<file path="config.mk">
export PLATFORM = sky130hd
export DESIGN_NAME = conv_encoder_r4
export DESIGN_NICKNAME = d
export VERILOG_FILES = /design/src/rtl/conv_pkg.sv /design/src/rtl/conv_enc_step.sv /design/src/rtl/conv_encoder_r4.sv
export SDC_FILE = /design/constraint.sdc
export NUM_CORES = 1
export LEC_CHECK = 0
export CORE_MARGIN = 8
export CORE_UTILIZATION = 45
export CTS_BUF_LIST = sky130_fd_sc_hd__clkbuf_16
export DETAILED_ROUTE_END_ITERATION = 10
export MAX_ROUTING_LAYER = met4
export PLACE_DENSITY = 0.76
export SETUP_SLACK_MARGIN = 0.02
export SYNTH_ARGS = -nofsm -noshare
export SYNTH_HDL_FRONTEND = slang
export SYNTH_SLANG_ARGS = --single-unit
</file>
<file path="constraint.sdc">
create_clock -name clk -period 1.9 [get_ports clk]
set_input_delay 0.475 -clock clk [delete_from_list [all_inputs] [get_ports clk]]
set_output_delay 0.475 -clock clk [all_outputs]
set_load 0.005 [all_outputs]
</file>
<file path="src/rtl/conv_pkg.sv">
// Shared types and constants for the radix-4, K=9, rate-1/2 convolutional encoder.
package conv_pkg;

  localparam int STATE_W = 8;
  localparam int RADIX = 4;
  localparam int TAIL_PAIRS = STATE_W / 2;
  localparam logic [STATE_W:0] G0 = 9'o561;
  localparam logic [STATE_W:0] G1 = 9'o753;

  typedef logic [3:0] sym_t;
  typedef logic [STATE_W-1:0] state_t;

  typedef enum logic [1:0] {
    IDLE,
    RUN,
    FLUSH
  } fsm_t;

endpackage

</file>
<file path="src/rtl/conv_enc_step.sv">
// One trellis bit step: coded pair {c0,c1} and successor state for input u.
module conv_enc_step
  import conv_pkg::*;
(
  input  state_t      state,
  input  logic        u,
  output logic [1:0]  cc,
  output state_t      nxt
);

  logic [STATE_W:0] w;

  assign w   = {state, u};
  assign cc  = {^(w & G0), ^(w & G1)};
  assign nxt = {state[STATE_W-2:0], u};

endmodule

</file>
<file path="src/rtl/conv_encoder_r4.sv">
// Radix-4 K=9 rate-1/2 convolutional encoder with zero-tail frame termination.
module conv_encoder_r4
  import conv_pkg::*;
#(
  parameter int MAX_FRAME_PAIRS = 1024,
  parameter int CNT_W = $clog2(MAX_FRAME_PAIRS + 1)
) (
  input  logic             clk,
  input  logic             rst,
  input  logic             i_valid,
  output logic             o_ready,
  input  logic [1:0]       i_data,
  input  logic             i_last,
  output logic             o_valid,
  input  logic             i_ready,
  output logic [3:0]       o_sym,
  output logic             o_last,
  output logic             o_trunc,
  output logic [CNT_W-1:0] o_pair_cnt
);

  localparam int TW = $clog2(TAIL_PAIRS) + 1;

  fsm_t          fsm_q, fsm_d;
  state_t        state_q, mid_st, nxt_st;
  logic [TW-1:0] tail_cnt;
  logic [1:0]    cc0, cc1;
  logic          out_free, accept, tail_go, tail_end;
  logic          forced, in_flush, u0, u1, load;

  assign in_flush = (fsm_q == FLUSH);
  assign out_free = !o_valid || i_ready;
  assign o_ready  = !rst && !in_flush && out_free;
  assign accept   = i_valid && o_ready;
  assign tail_go  = in_flush && out_free;
  assign tail_end = tail_cnt == TW'(TAIL_PAIRS - 1);
  assign load     = accept || tail_go;
  assign forced   = (fsm_q == RUN) &&
                    (o_pair_cnt == CNT_W'(MAX_FRAME_PAIRS - 1));

  // Tail pairs feed zeros so the trellis walks back to state 0.
  assign u0 = in_flush ? 1'b0 : i_data[0];
  assign u1 = in_flush ? 1'b0 : i_data[1];

  conv_enc_step u_step0 (
    .state (state_q),
    .u     (u0),
    .cc    (cc0),
    .nxt   (mid_st)
  );

  conv_enc_step u_step1 (
    .state (mid_st),
    .u     (u1),
    .cc    (cc1),
    .nxt   (nxt_st)
  );

  always_comb begin
    fsm_d = fsm_q;
    unique case (fsm_q)
      IDLE, RUN: begin
        if (accept)
          fsm_d = (i_last || forced) ? FLUSH : RUN;
      end
      FLUSH: begin
        if (tail_go && tail_end)
          fsm_d = IDLE;
      end
      default: fsm_d = IDLE;
    endcase
  end

  always_ff @(posedge clk) begin
    if (rst) begin
      fsm_q      <= IDLE;
      state_q    <= '0;
      tail_cnt   <= '0;
      o_valid    <= 1'b0;
      o_sym      <= '0;
      o_last     <= 1'b0;
      o_trunc    <= 1'b0;
      o_pair_cnt <= '0;
    end else begin
      fsm_q <= fsm_d;
      if (load) begin
        o_valid <= 1'b1;
        o_sym   <= {cc0, cc1};
        o_last  <= tail_go && tail_end;
        state_q <= nxt_st;
      end else if (i_ready) begin
        o_valid <= 1'b0;
        o_last  <= 1'b0;
      end
      if (accept) begin
        if (fsm_q == IDLE) begin
          o_pair_cnt <= CNT_W'(1);
          o_trunc    <= 1'b0;
        end else begin
          o_pair_cnt <= o_pair_cnt + CNT_W'(1);
          o_trunc    <= forced && !i_last;
        end
      end
      if (tail_go)
        tail_cnt <= tail_end ? '0 : tail_cnt + TW'(1);
    end
  end

endmodule
</file>
After elaboration in Yosys (flattened, before gate mapping)
Index checks and enable logic that the tools add are counted.
{"block": "classes", "addsub": 2, "eq_ne": 6, "mux": 12, "reduce_logical": 22}
{"op": "$reduce_xor 9->1", "count": 4}
{"op": "$add 11x1->11 const B", "count": 1}
{"op": "$eq 11x10->1 const B", "count": 1}
{"op": "$mux 11", "count": 1}
{"op": "$logic_and 1x1->1", "count": 7}
{"op": "$mux 1", "count": 6}
{"op": "$mux 2", "count": 3}
{"op": "$logic_not 1->1", "count": 4}
{"op": "$pmux 2 s2", "count": 1}
{"op": "$add 3x1->3 const B", "count": 1}
{"op": "$eq 3x2->1 const B", "count": 1}
{"op": "$logic_or 1x1->1", "count": 3}
{"op": "$mux 3", "count": 1}
{"op": "$eq 2x1->1 const B", "count": 1}
{"op": "$eq 2x2->1 const B", "count": 1}
{"op": "$logic_not 2->1", "count": 1}
{"op": "$ne 2x1->1 const B", "count": 1}
{"op": "$ne 2x2->1 const B", "count": 1}
{"op": "$reduce_and 2->1", "count": 1}
{"op": "$reduce_bool 2->1", "count": 1}
{"op": "$reduce_or 2->1", "count": 1}
{"block": "totals", "ff_bits": 31, "output_inout_bits": 19, "elab_cells": 50}

Longest topological paths before layout
Gate-level depths: netlist of run 1.
{"block": "depth", "word_depth": 7, "mapped_depth": 6, "depth_no_buf": 5}

Hierarchy
Synthesis of run 1 repeated with hierarchy kept, for this count alone.
{"block": "unflattened", "cells_unflattened": 176, "hier_area_um2": 1687.9}
{"module": "conv_encoder_r4", "instances": 1, "cells_per_inst": 150, "area_each_um2": 1365.1, "seq_area_each_um2": 620.6}
{"module": "conv_enc_step", "instances": 2, "cells_per_inst": 13, "area_each_um2": 161.4, "seq_area_each_um2": 0.0}

Worst setup path after synthesis of run 1
No wires, ideal clock.
{"block": "synth_path", "kind": "input -> register", "startpoint": "in rst", "endpoint": "reg o_pair_cnt[9]", "setup_ns": 0.070, "arrival_time_ns": 1.834, "required_time_ns": 1.830, "path_slack_ns": -0.004, "path_stages": 5, "n_path_buf": 1, "cell_sequence": "nand2b_1 or4_1 buf_2 or4_1 a21oi_1"}
{"block": "synth_between", "elab_chain_len": 4}
{"element": "start: declaration", "line": "conv_encoder_r4.sv:9", "rtl": "input logic rst,"}
{"element": "$logic_not 1->1", "line": "conv_encoder_r4.sv:33", "rtl": "assign o_ready = !rst && !in_flush && out_free;"}
{"element": "$logic_and 1x1->1 (2 in series)", "line": "conv_encoder_r4.sv:33"}
{"element": "$logic_and 1x1->1", "line": "conv_encoder_r4.sv:34", "rtl": "assign accept = i_valid && o_ready;"}
{"element": "end signal: assignment", "line": "conv_encoder_r4.sv:100", "rtl": "o_pair_cnt <= o_pair_cnt + CNT_W'(1);"}
{"element": "end: declaration", "line": "conv_encoder_r4.sv:19", "rtl": "output logic [CNT_W-1:0] o_pair_cnt"}
Parallel ways exist; a longest one is shown, timed or not.
A chain may end at the register's enable or synchronous reset.

Worst setup path after layout of run 1
{"block": "layout_path", "startpoint": "in rst", "endpoint": "reg o_pair_cnt[5]"}
The elaborated chain is that of the path after synthesis.

==> results of run 1 <==
==> routing by layer <==
layer  vias up  share of wire  routed length (um)
met5         -              0                   0
met2        52           0.47                1800
met1       661           0.45                1710
li1        705              -                   -
met4         0          0.012                  45
met3         4          0.064                 242
==> power by group through the flow <==
stage	clock network [mW]	registers (mW)	logic [mW]
final	0.736	0.693	0.243
after global routing	0.797	0.695	0.266
after CTS	0.756	0.693	0.241
after detailed placement	0	0.706	0.241
after global placement	0	0.704	0.235
after floorplan	0	0.706	0.122
==> timing repair <==
action / CTS / global route
endpoints found under the setup margin: 9 / 2
pin swaps: 5 / 0
gates resized for setup: 12 / 1
==> critical path, stage by stage <==
cell	delay, ns
dlygate4sd2_1	0.25
nand2b_4	0.15
or4_4	0.52
buf_6	0.14
or3_1	0.34
a21oi_1	0.13
==> cells in the final DEF (no fill, tap or decap), types with 2 or more instances in the layout <==
cell,n
a21oi_1,22
nand4_1,2
nor2b_1,2
o31ai_1,3
dfxtp_1,31
xnor3_1,2
a21o_1,2
nand3_1,4
a211oi_1,3
or4_1,4
o21ai_0,8
xnor2_1,8
clkbuf_16,5
nand3b_1,2
and2_1,2
nor2_1,9
or3_1,5
buf_4,17
ha_1,2
nand2_1,29
dlygate4sd2_1,3
clkdlybuf4s50_1,21
xor2_1,3
inv_1,6
nand2b_1,4
==> cell families (layout without fill, tap and decap cells) <==
kind of cell    Yosys count  in the layout  synth area share
compound gates           43             43             0.167
xor+xnor                 14             14             0.112
fa+ha+maj                 2              2            0.0169
buf+inv                  11             56            0.0296
flops                    31             31             0.419
simple gates             74             74             0.256
==> sequential cells by signal, summed over array words and instances (netlist names) <==
register / flops
o_pair_cnt: 11
tail_cnt: 3
o_sym: 4
fsm_q: 2
state_q: 8
o_valid: 1
o_last: 1
o_trunc: 1
==> final cells by class <==
class | count | area [sq um] | share of cell area
clock buffer | 5 | 125 | 0.0603
timing repair buffer | 44 | 400 | 0.193
inverter | 4 | 15.0 | 0.00724
multi-input combinational | 133 | 843 | 0.407
clock inverter | 3 | 12.5 | 0.00603
sequential | 31 | 621 | 0.299
tap | 46 | 57.6 | 0.0277
==> worst paths after layout <==
kind,to,depth (start not counted),startpoint
max reg2reg,o_trunc,5,fsm_q[0]
min reg2reg,tail_cnt[1],2,tail_cnt[1]
max,o_pair_cnt[5],6,rst
min,tail_cnt[1],2,tail_cnt[1]
==> flow_summary.toml, run 1 <==
[critical_path]
arrival_ns = 2.00
required_ns = 2.10
worstSetupEndpointType = "flip-flop"
cp-start-kind = "input pin"
cp_max_fo = 4
criticalPathCategory = "input pin to flip-flop"
rrSetupSlack_ns = 0.14

[job]
timing.max_cap.violations = 0

[timing]
setup_ws_ns = 0.105
hold_slack_ns = 0.457
worst_pin_slew_ns = 0.316
fmax_ghz = 0.557
period_share = 0.944
drv_slew = 0
fin_crit_ns = 1.79
setup_viol = 0
finalSetupTns_ns = 0
rsz0062_at_grt = "no"
finalHoldViolations = 0
clock_skew_ns = 0.00543
slew_headroom = 0.788

[place]
port_buffers = 25
pre_cts_ws_ns = -0.476
dp_hpwl_mm = 2.73
place.gp.congestion = 0.856
dp.cells = 258
place_area_sq_um = 1920

[drt]
drt_iter0_drc = 55
post-route-drc-count = 0
via_count = 1422
drt-vias-per-instance = 5.35
detail-route-antenna-nets = 0
drt-total-wl_mm = 3.80
wl_per_cell_um = 14.3
dr.pass1.iters = 4

[synthesis]
seq_area_frac_synth = 0.419
async_reset_ff_frac = 0
postSynthRegisterBits = 31
synthCells = 175
yosysTopAreaCell = "dfxtp_1"
ys.flop_type = "dfxtp_1"
ys_warn_count = 0
synthesis.nets = 184
yosysTopAreaCellShare = 0.419
synth-edff-count = 0
syn_avg_cell_area_sq_um = 8.46
ys_top_cells_by_count = "dfxtp_1 (31), nand2_1 (29), a21oi_1 (23)"
synth.distinct_cells = 36
netlist_area_sq_um = 1480
synthMostInstantiatedCell = "dfxtp_1"
synthTopCellsByArea = "dfxtp_1 (42%), a21oi_1 (7.8%), nand2_1 (7.4%)"

[clock_tree]
ctsHoldBuffers = 0
clockBufferDepth = 2
cts_buffers = 5
cts_setup_buffers = 0
ctsHtreeMaxLevel = 2
clk_pin_slew_worst_paths_ns = 0.05
cts_root_buf = "clkbuf_16"
cts_sinks = 31
cts_tree = "done"
clk_latency_ns = 0.27

[floorplanning]
initial_core_util = 0.454
rows = 21
die_w_um = 73.4
die_h_um = 73.4
io_pins = 26
core-area_sq_um = 3260
die_area_sq_um = 5380

[layout]
nFillCells = 292
stdcell_count = 266
final_area_sq_um = 2070
post-route-util = 0.637
drive_above_1_share = 0.150
antenna_cells = 0
areaGrowthSynthToFinish_pct = 40.2
final_nets = 228

[power_and_ir_drop]
power.share.switching = 0.238
seq_power_share = 0.414
cellLeakagePower_nw = 0.778
vdd_drop_max_mv = 0.509
power_density_nw_per_um2 = 806
power_frac_clock = 0.440
p_int_mw = 1.27
switchingPower_uw = 398
power.total_mw = 1.67
p_comb_frac = 0.145

[global_route]
grt_use_met2 = 0.237
antenna_found_initial = 0
use_met3 = 0.0546
grt_use_met1 = 0.175
grt_busiest_layer = "met2"
first_global_vias = 1375
grtUsageTotal = 0.154
grt_max_degree = 18
grt_pass1_wl_mm = 6.24
overflow = 0

[run_status]
status = "completed"

[worst_hold_path]
hp-class = "flip-flop to flip-flop"
(Power assumes the default switching activity.)
==> inputs of run 2 (changes only) <==
CORE_UTILIZATION = 41   (was 45)
PLACE_DENSITY = 0.7   (was 0.76)
==> run 2 against run 1 <==
  * Wire length down 6.6%
  * First-iteration DRC count up 84%
  * Die area up 7.6%
  * Critical path depth down 1
  * Flip-flop and latch count unchanged
  * Combinational power down 2%
  * Highest routed layer unchanged
==> flow_summary.toml, run 2 (same netlist as run 1, synthesis figures left out) <==
[layout]
final_common_cell = "dfxtp_1"
final_nets = 228
final_area_sq_um = 2090
final_cell_mix = "dfxtp_1 (31), nand2_1 (29), a21oi_1 (23), clkdlybuf4s50_1 (21), buf_4 (18)"
drive_above_1_share = 0.145
nFillCells = 318
antenna_cells = 0
register_area_sq_um = 621
areaGrowthSynthToFinish_pct = 41.1
multi_input_area_sq_um = 836
top_register = "o_pair_cnt"
largest_reg_flops = 11
top_regs = "o_pair_cnt x11, state_q x8, o_sym x4"

[run_status]
status = "completed"

[place]
place_area_sq_um = 1910
port_buffers = 25
place.gp.congestion = 0.794
dp_hpwl_mm = 2.62

[drt]
via_count = 1339
detail-route-antenna-nets = 0
drt-total-wl_mm = 3.55
drt-vias-per-instance = 5.00
wl_per_cell_um = 13.2
dr.pass1.iters = 4
drt_iter0_drc = 101
post-route-drc-count = 0

[job]
timing.max_cap.violations = 0

[floorplanning]
die_area_sq_um = 5790
die_w_um = 76.1
core-area_sq_um = 3580
io_pins = 26
die_h_um = 76.1
rows = 22
initial_core_util = 0.414

[critical_path]
required_ns = 2.11
cp_max_fo = 3
criticalPathCategory = "input pin to flip-flop"
cp-start-kind = "input pin"
worstSetupEndpointType = "flip-flop"
arrival_ns = 2.03

[clock_tree]
cts_tree = "done"
clockBufferDepth = 2
ctsHtreeMaxLevel = 2
clk_pin_slew_worst_paths_ns = 0.05
cts_sinks = 31
cts_buffers = 5
ctsHoldBuffers = 0
cts_root_buf = "clkbuf_16"
clk_latency_ns = 0.28

[global_route]
grt_use_met2 = 0.216
grt_use_met1 = 0.144
first_global_vias = 1378
grt_busiest_layer = "met2"
grt_pass1_wl_mm = 6.22
grt_max_degree = 23
grtUsageTotal = 0.131
antenna_found_initial = 0
use_met3 = 0.0330
overflow = 0

[power_and_ir_drop]
power.total_mw = 1.82
vdd_drop_max_mv = 0.415
cellLeakagePower_nw = 0.777
power_density_nw_per_um2 = 871

[timing]
fmax_ghz = 0.549
drv_slew = 0
finalHoldViolations = 0
slew_headroom = 0.759
clock_skew_ns = 0.00566
fin_crit_ns = 1.82
worst_pin_slew_ns = 0.359
period_share = 0.958
setup_viol = 0
rsz0062_at_grt = "no"

[worst_hold_path]
hp-class = "flip-flop to flip-flop"
## run 2: cell count changes in the layout (fill, tap and decap cells not counted), sizes merged
| cell | delta |
|---|---|
| bufinv | +1 |
| clkdlybuf4s15 | +1 |
| clkinv | +1 |
| inv | -2 |
| buf | -1 |
## run 2: layout make-up
| type | count | area share |
|---|---|---|
| clock buffer | 5 | 0.0599 |
| clock inverter | 3 | 0.0186 |
| sequential | 31 | 0.297 |
| timing repair buffer | 44 | 0.188 |
| inverter | 4 | 0.00719 |
| multi-input combinational | 133 | 0.400 |
| tap | 48 | 0.0288 |
## run 2: repair_timing
item,4_1_cts,5_1_grt
buffers inserted,0,0
pin swaps,1,1
setup endpoints to repair,10,4
gates resized for setup,7,3
## run 2: per-stage QoR
step / setup TNS (ns) / worst slack (ns) / util / hold slack, ns / std cells
finish: 0 / 0.0800 / 0.584 / 0.453 / 268
CTS: 0 / 0.0435 / 0.581 / 0.452 / 268
global placement: -4.43 / -0.399 / 0.534 / 0.438 / 260
global route: 0 / 0.0382 / 0.584 / 0.480 / 268
floorplan: 0 / 0.0353 / - / 0.426 / 175
detailed placement: -4.44 / -0.445 / 0.534 / 0.444 / 260
## run 2: metal layers
layer / share of wire / vias up / routed length [um]
met5: 0 / - / 0
met4: 0.022 / 0 / 77
met3: 0.045 / 8 / 160
met2: 0.48 / 28 / 1720
met1: 0.45 / 600 / 1590
li1: - / 703 / -
## run 2: where the power goes
part | internal (mW) | leakage, nW | switching [mW]
Sequential | 0.675 | 0.251 | 0.0179
Combinational | 0.127 | 0.445 | 0.112
Clock | 0.610 | 0.0812 | 0.278
## run 2: critical path, cell delays in order
cell and delay [ns]:
clkdlybuf4s15_1 0.21, nand2b_4 0.16, or4_4 0.54, or4_4 0.52
a21oi_1 0.13
## run 2: path summary, 6_finish.rpt
path | slack (ns) | from | depth (start not counted) | end
worst max-delay path | 0.08 | rst | 5 | o_pair_cnt[9]
worst min-delay path | 0.45 | o_trunc | 2 | o_trunc
worst max register to register | 0.09 | fsm_q[0] | 4 | o_pair_cnt[9]
worst min register to register | 0.45 | o_trunc | 2 | o_trunc
==> inputs of run 3 (changes only) <==
--- a/config.mk
+++ b/config.mk
@@ -9,3 +9,3 @@
 export CORE_UTILIZATION = 41
-export CTS_BUF_LIST = sky130_fd_sc_hd__clkbuf_16
+export CTS_BUF_LIST = sky130_fd_sc_hd__clkbuf_4 sky130_fd_sc_hd__clkbuf_8
 export DETAILED_ROUTE_END_ITERATION = 10
--- a/constraint.sdc
+++ b/constraint.sdc
@@ -3,2 +3,2 @@
 set_output_delay 0.475 -clock clk [all_outputs]
-set_load 0.005 [all_outputs]
+set_load 0.05 [all_outputs]
==> run 3 against run 2 <==
  * Global-route usage fell by 0.56 points
  * Flip-flop and latch count unchanged
  * Critical path depth stayed put
  * Wire length down 1.2%
  * Combinational power rose by 28%
  * Core utilization fell by 3.0 points
  * Sequential power about the same
  * Final cell count stayed put
  * Worst setup slack better by 0.014 ns
  * Via count increased by 3.2%
  * Clock power decreased by 56%
  * Non-clock buffer count unchanged
  * Critical path type is now input pin to output pin
  * Critical endpoint is now o_ready
  * Highest routed layer unchanged
==> flow_summary.toml, run 3 (same netlist as run 1, synthesis figures left out) <==
[run_status]
status = "completed"

[drt]
via_count = 1382
detail-route-antenna-nets = 0
highest_layer = "met4"
wl_per_cell_um = 13.1
wl_met1_mm = 1.56
wl_met2_mm = 1.75
met3_wirelength_um = 141
drt-vias-per-instance = 5.16
drt-total-wl_mm = 3.51
drt_iter0_drc = 60
post-route-drc-count = 0
dr.pass1.iters = 4

[layout]
multi_input_area_sq_um = 846
top_register = "o_pair_cnt"
final_cell_mix = "buf_4 (34), nand2_1 (29), dfxtp_1 (28), a21oi_1 (23), nor2_1 (9)"
final_common_cell = "buf_4"
largest_reg_flops = 11
final_area_sq_um = 1980
drive_above_1_share = 0.245
antenna_cells = 0
final_nets = 228
areaGrowthSynthToFinish_pct = 33.7
nFillCells = 347
top_regs = "o_pair_cnt x11, state_q x8, o_sym x4"
stdcell_count = 268
register_area_sq_um = 627

[critical_path]
arrival_ns = 1.33
required_ns = 1.42
r2r-end = "o_pair_cnt[9]"
cp-start-kind = "input pin"
r2r_cells = 4
cp-endpoint = "o_ready"
worstSetupEndpointType = "output pin"
cp_max_fo = 5
rrSetupSlack_ns = 0.11
crit_start = "i_ready"
reg2reg_from = "fsm_q[1]"
criticalPathCategory = "input pin to output pin"

[timing]
fmax_ghz = 0.554
setup_viol = 0
hold_slack_ns = 0.455
fin_crit_ns = 1.81
drv_slew = 0
slew_headroom = 0.769
finalHoldViolations = 0
setup_ws_ns = 0.0944
period_share = 0.950
finalSetupTns_ns = 0
rsz0062_at_grt = "no"
clock_skew_ns = 0.0172
worst_pin_slew_ns = 0.344

[floorplanning]
rows = 22
die_w_um = 76.1
initial_core_util = 0.414
io_pins = 26
die_area_sq_um = 5790
die_h_um = 76.1
core-area_sq_um = 3580

[power_and_ir_drop]
switchingPower_uw = 405
vdd_drop_max_mv = 0.274
p_int_uw = 981
p_comb_frac = 0.220
cellLeakagePower_nw = 0.782
seq_power_share = 0.501
power_frac_clock = 0.279
power_density_nw_per_um2 = 700
power.share.switching = 0.292

[global_route]
overflow = 0
grt_pass1_wl_mm = 5.93
first_global_vias = 1348
grtUsageTotal = 0.125
grt_max_degree = 23
antenna_found_initial = 0

[clock_tree]
cts_setup_buffers = 0
cts_tree = "done"
cts_resized = 7
ctsHtreeMaxLevel = 2
cts_root_buf = "clkbuf_4"
ctsHoldBuffers = 0
cts_buffers = 5
cts_sinks = 31
clk_latency_ns = 0.33
clk_pin_slew_worst_paths_ns = 0.08
clockBufferDepth = 2

[place]
place.gp.congestion = 0.837
port_buffers = 25
dp_hpwl_mm = 2.71
place_area_sq_um = 1910
dp.cells = 260
pre_cts_ws_ns = -0.452

[worst_hold_path]
worst_hold_startpoint = "tail_cnt[2]"
hp-class = "flip-flop to flip-flop"

[job]
timing.max_cap.violations = 0
==> run 3: changes by cell type in the layout (fill, tap and decap cells not counted), sizes merged <==
cell,delta
buf,+19
bufinv,-1
clkbuf,+2
clkdlybuf4s15,-1
clkdlybuf4s50,-18
clkinv,-1
==> run 3: layout make-up <==
type | count | area share
multi-input combinational | 133 | 0.427
sequential | 31 | 0.317
timing repair buffer | 44 | 0.189
tap | 48 | 0.0303
clock buffer | 7 | 0.0265
inverter | 4 | 0.00759
clock inverter | 1 | 0.00253
==> run 3: routing by layer <==
metal	vias up	track usage
li1	707	-
met5	-	-
met3	5	0.0389
met1	645	0.132
met2	25	0.212
met4	0	0.0538
==> run 3: worst max-delay path, stage by stage <==
cell and delay [ns]:
dlygate4sd2_1 0.27, nor2b_4 0.06, buf_4 0.15, nor3_4 0.21, buf_12 0.16
==> run 3: worst min-delay path by stage <==
stage	end	slack [ns]	cells after the start
after CTS	tail_cnt[2]	0.45	2
after floorplan	tail_cnt[2]	0.43	2
after global routing	tail_cnt[2]	0.47	2
after global placement	tail_cnt[2]	0.44	2
final	tail_cnt[2]	0.45	2
after detailed placement	tail_cnt[2]	0.44	2
==> run 3: per-stage QoR <==
stage               power [mW]  utilization
floorplan                0.889            -
global placement          1.01        0.533
detailed placement        1.01        0.533
CTS                       1.40        0.553
global route              1.45        0.553
finish                    1.39        0.553
==> run 3: power by group through the flow <==
| stage | clock network (mW) | logic [mW] | registers (mW) |
|---|---|---|---|
| floorplan | 0 | 0.133 | 0.755 |
| global placement | 0 | 0.300 | 0.707 |
| detailed placement | 0 | 0.304 | 0.709 |
| CTS | 0.402 | 0.306 | 0.694 |
| global route | 0.429 | 0.326 | 0.697 |
| finish | 0.387 | 0.305 | 0.694 |
==> patch (config.mk and constraints of run 2) <==
One comparison of `o_pair_cnt` changes from == to >=.
--- a/src/rtl/conv_encoder_r4.sv
+++ b/src/rtl/conv_encoder_r4.sv
@@ -38,3 +38,3 @@
   assign forced   = (fsm_q == RUN) &&
-                    (o_pair_cnt == CNT_W'(MAX_FRAME_PAIRS - 1));
+                    (o_pair_cnt >= CNT_W'(MAX_FRAME_PAIRS - 1));
 
Function: same outputs for any inputs over 10 cycles, from zero or initial values and one cycle with rst high; that may be too few to reach the edited logic, so the function may still have changed.
==> patch against run 2 <==
Sequential share of layout area increased by 0.13 points. Area after synthesis increased by 0.25%. Sequential cell count unchanged. Cell area increased by 0.18%. Critical path depth increased by 1. Power decreased by 1.3%. Global-route usage increased by 0.19 points. Worst setup slack improved by 6.6 ps. Wire length increased by 2.5%. Largest power group unchanged.
==> patch: results (changes against run 2) <==
| Metric | Value |
|---|---|
| Post-synthesis adder-cell area fraction | 1.69% (-0.0043 points) |
| Met3 WL post-DR | 186 um (+16%) |
| GRT Util Overall | 13.3% (+0.19 points) |
| Pin count of the biggest net entering global routing | 16 (-30%) |
| Routed WL per cell | 13.7 um (+3.6%) |
| Slew Limit Headroom | 71.2% (-4.6 points) |
| Hold_sp | tail_cnt[2]$_SDFFE_PP0N_ |
| Post-DP HPWL | 2710 um (+3.4%) |
| Crit Path Max Fanout | 6 (+3) |
| Synth area leaders | dfxtp_1 (42%), a21oi_1 (7.8%), nand2_1 (6.1%) |
| Post-synth top cells | dfxtp_1 (31), nand2_1 (24), a21oi_1 (23) |
| Setup WS pre-CTS | -430 ps (+14.9 ps) |
| Synth unique cells | 33 (-8.3%) |
| Wl on met1 | 1580 um (-1.0%) |
| Total Wirelength | 3640 um (+2.5%) |
| 1st-iter DRT viols | 84 (-17%) |
| DP Area | 1910 sq um (-0.26%) |
| Critical Path Max Stage Delay | 480 ps (-60 ps) |
| Pleak | 0.782 nW (+0.61%) |
| Outcome | finished clean |
| Syn Nets | 181 (-1.6%) |
| M3 GR Usage | 4.48% (+1.2 points) |
| Share of layout cells above drive strength 1 | 16.6% (+2.0 points) |
| Clock Skews | 3.22 ps (-2.44 ps) |
| Hold WS | 459 ps (+6.65 ps) |
| Final #Nets | 225 (-1.3%) |
| Via-to-Cell Ratio | 5.24 (+4.8%) |
| Final Wtd Congestion | 0.783 (-1.4%) |
| Reg2reg start | fsm_q[1]$_SDFFE_PP0P_ |
| Sequential area share after synthesis | 41.8% (-0.11 points) |
| Post-synthesis compound-gate area fraction | 16.8% (+0.13 points) |
| WHS Endpoint | tail_cnt[2]$_SDFFE_PP0N_ |
| FF-to-FF path depth | 5 (+1) |
| VDD IR max | 0.447 mV (+7.8%) |
| Synth Instances | 172 (-1.7%) |
==> patch: cell count changes after synthesis, moves of 2 or more <==
cell and delta:
o31ai_1 +2, o21ai_0 -2, clkbuf_1 +2, nor3_1 +3, nand2_1 -5
==> patch: what timing repair did <==
item                                    CTS  global route
gates resized for setup                  10             5
endpoints found under the setup margin    9             4
pin swaps                                 4             1
hold endpoints to repair                  0             0
setup buffers                             2             0
==> patch: layout make-up <==
type,count,area [sq um]
Sequential cell,31,624
Tap cell,48,60.1
Fill cell,323,1490
Multi-Input combinational cell,128,825
Timing Repair Buffer,45,400
Inverter,5,18.8
Clock inverter,3,38.8
Clock buffer,5,125
==> patch: how the worst max path moves through the flow <==
| stage | startpoint | endpoint | slack, ps | cells past startpoint |
|---|---|---|---|---|
| 4_1_cts | rst | o_pair_cnt[9]$_SDFFE_PP0P_ | 30 | 6 |
| 5_1_grt | fsm_q[1]$_SDFFE_PP0P_ | o_pair_cnt[9]$_SDFFE_PP0P_ | 30 | 5 |
| 3_5_place_dp | rst | o_pair_cnt[7]$_SDFFE_PP0P_ | -430 | 5 |
| 2_1_floorplan | i_ready | o_pair_cnt[7]$_SDFFE_PP0P_ | 30 | 6 |
| 6_report | i_valid | o_pair_cnt[9]$_SDFFE_PP0P_ | 90 | 6 |
| 3_3_place_gp | rst | o_pair_cnt[7]$_SDFFE_PP0P_ | -380 | 5 |
==> patch: report_power, final <==
| group | switching (W) | internal [W] | total (W) |
|---|---|---|---|
| clock | 0.000271 | 0.000610 | 0.000881 |
| sequential | 0.0000202 | 0.000676 | 0.000696 |
| combinational | 0.0000997 | 0.000120 | 0.000219 |
| total | 0.000391 | 0.00141 | 0.00180 |
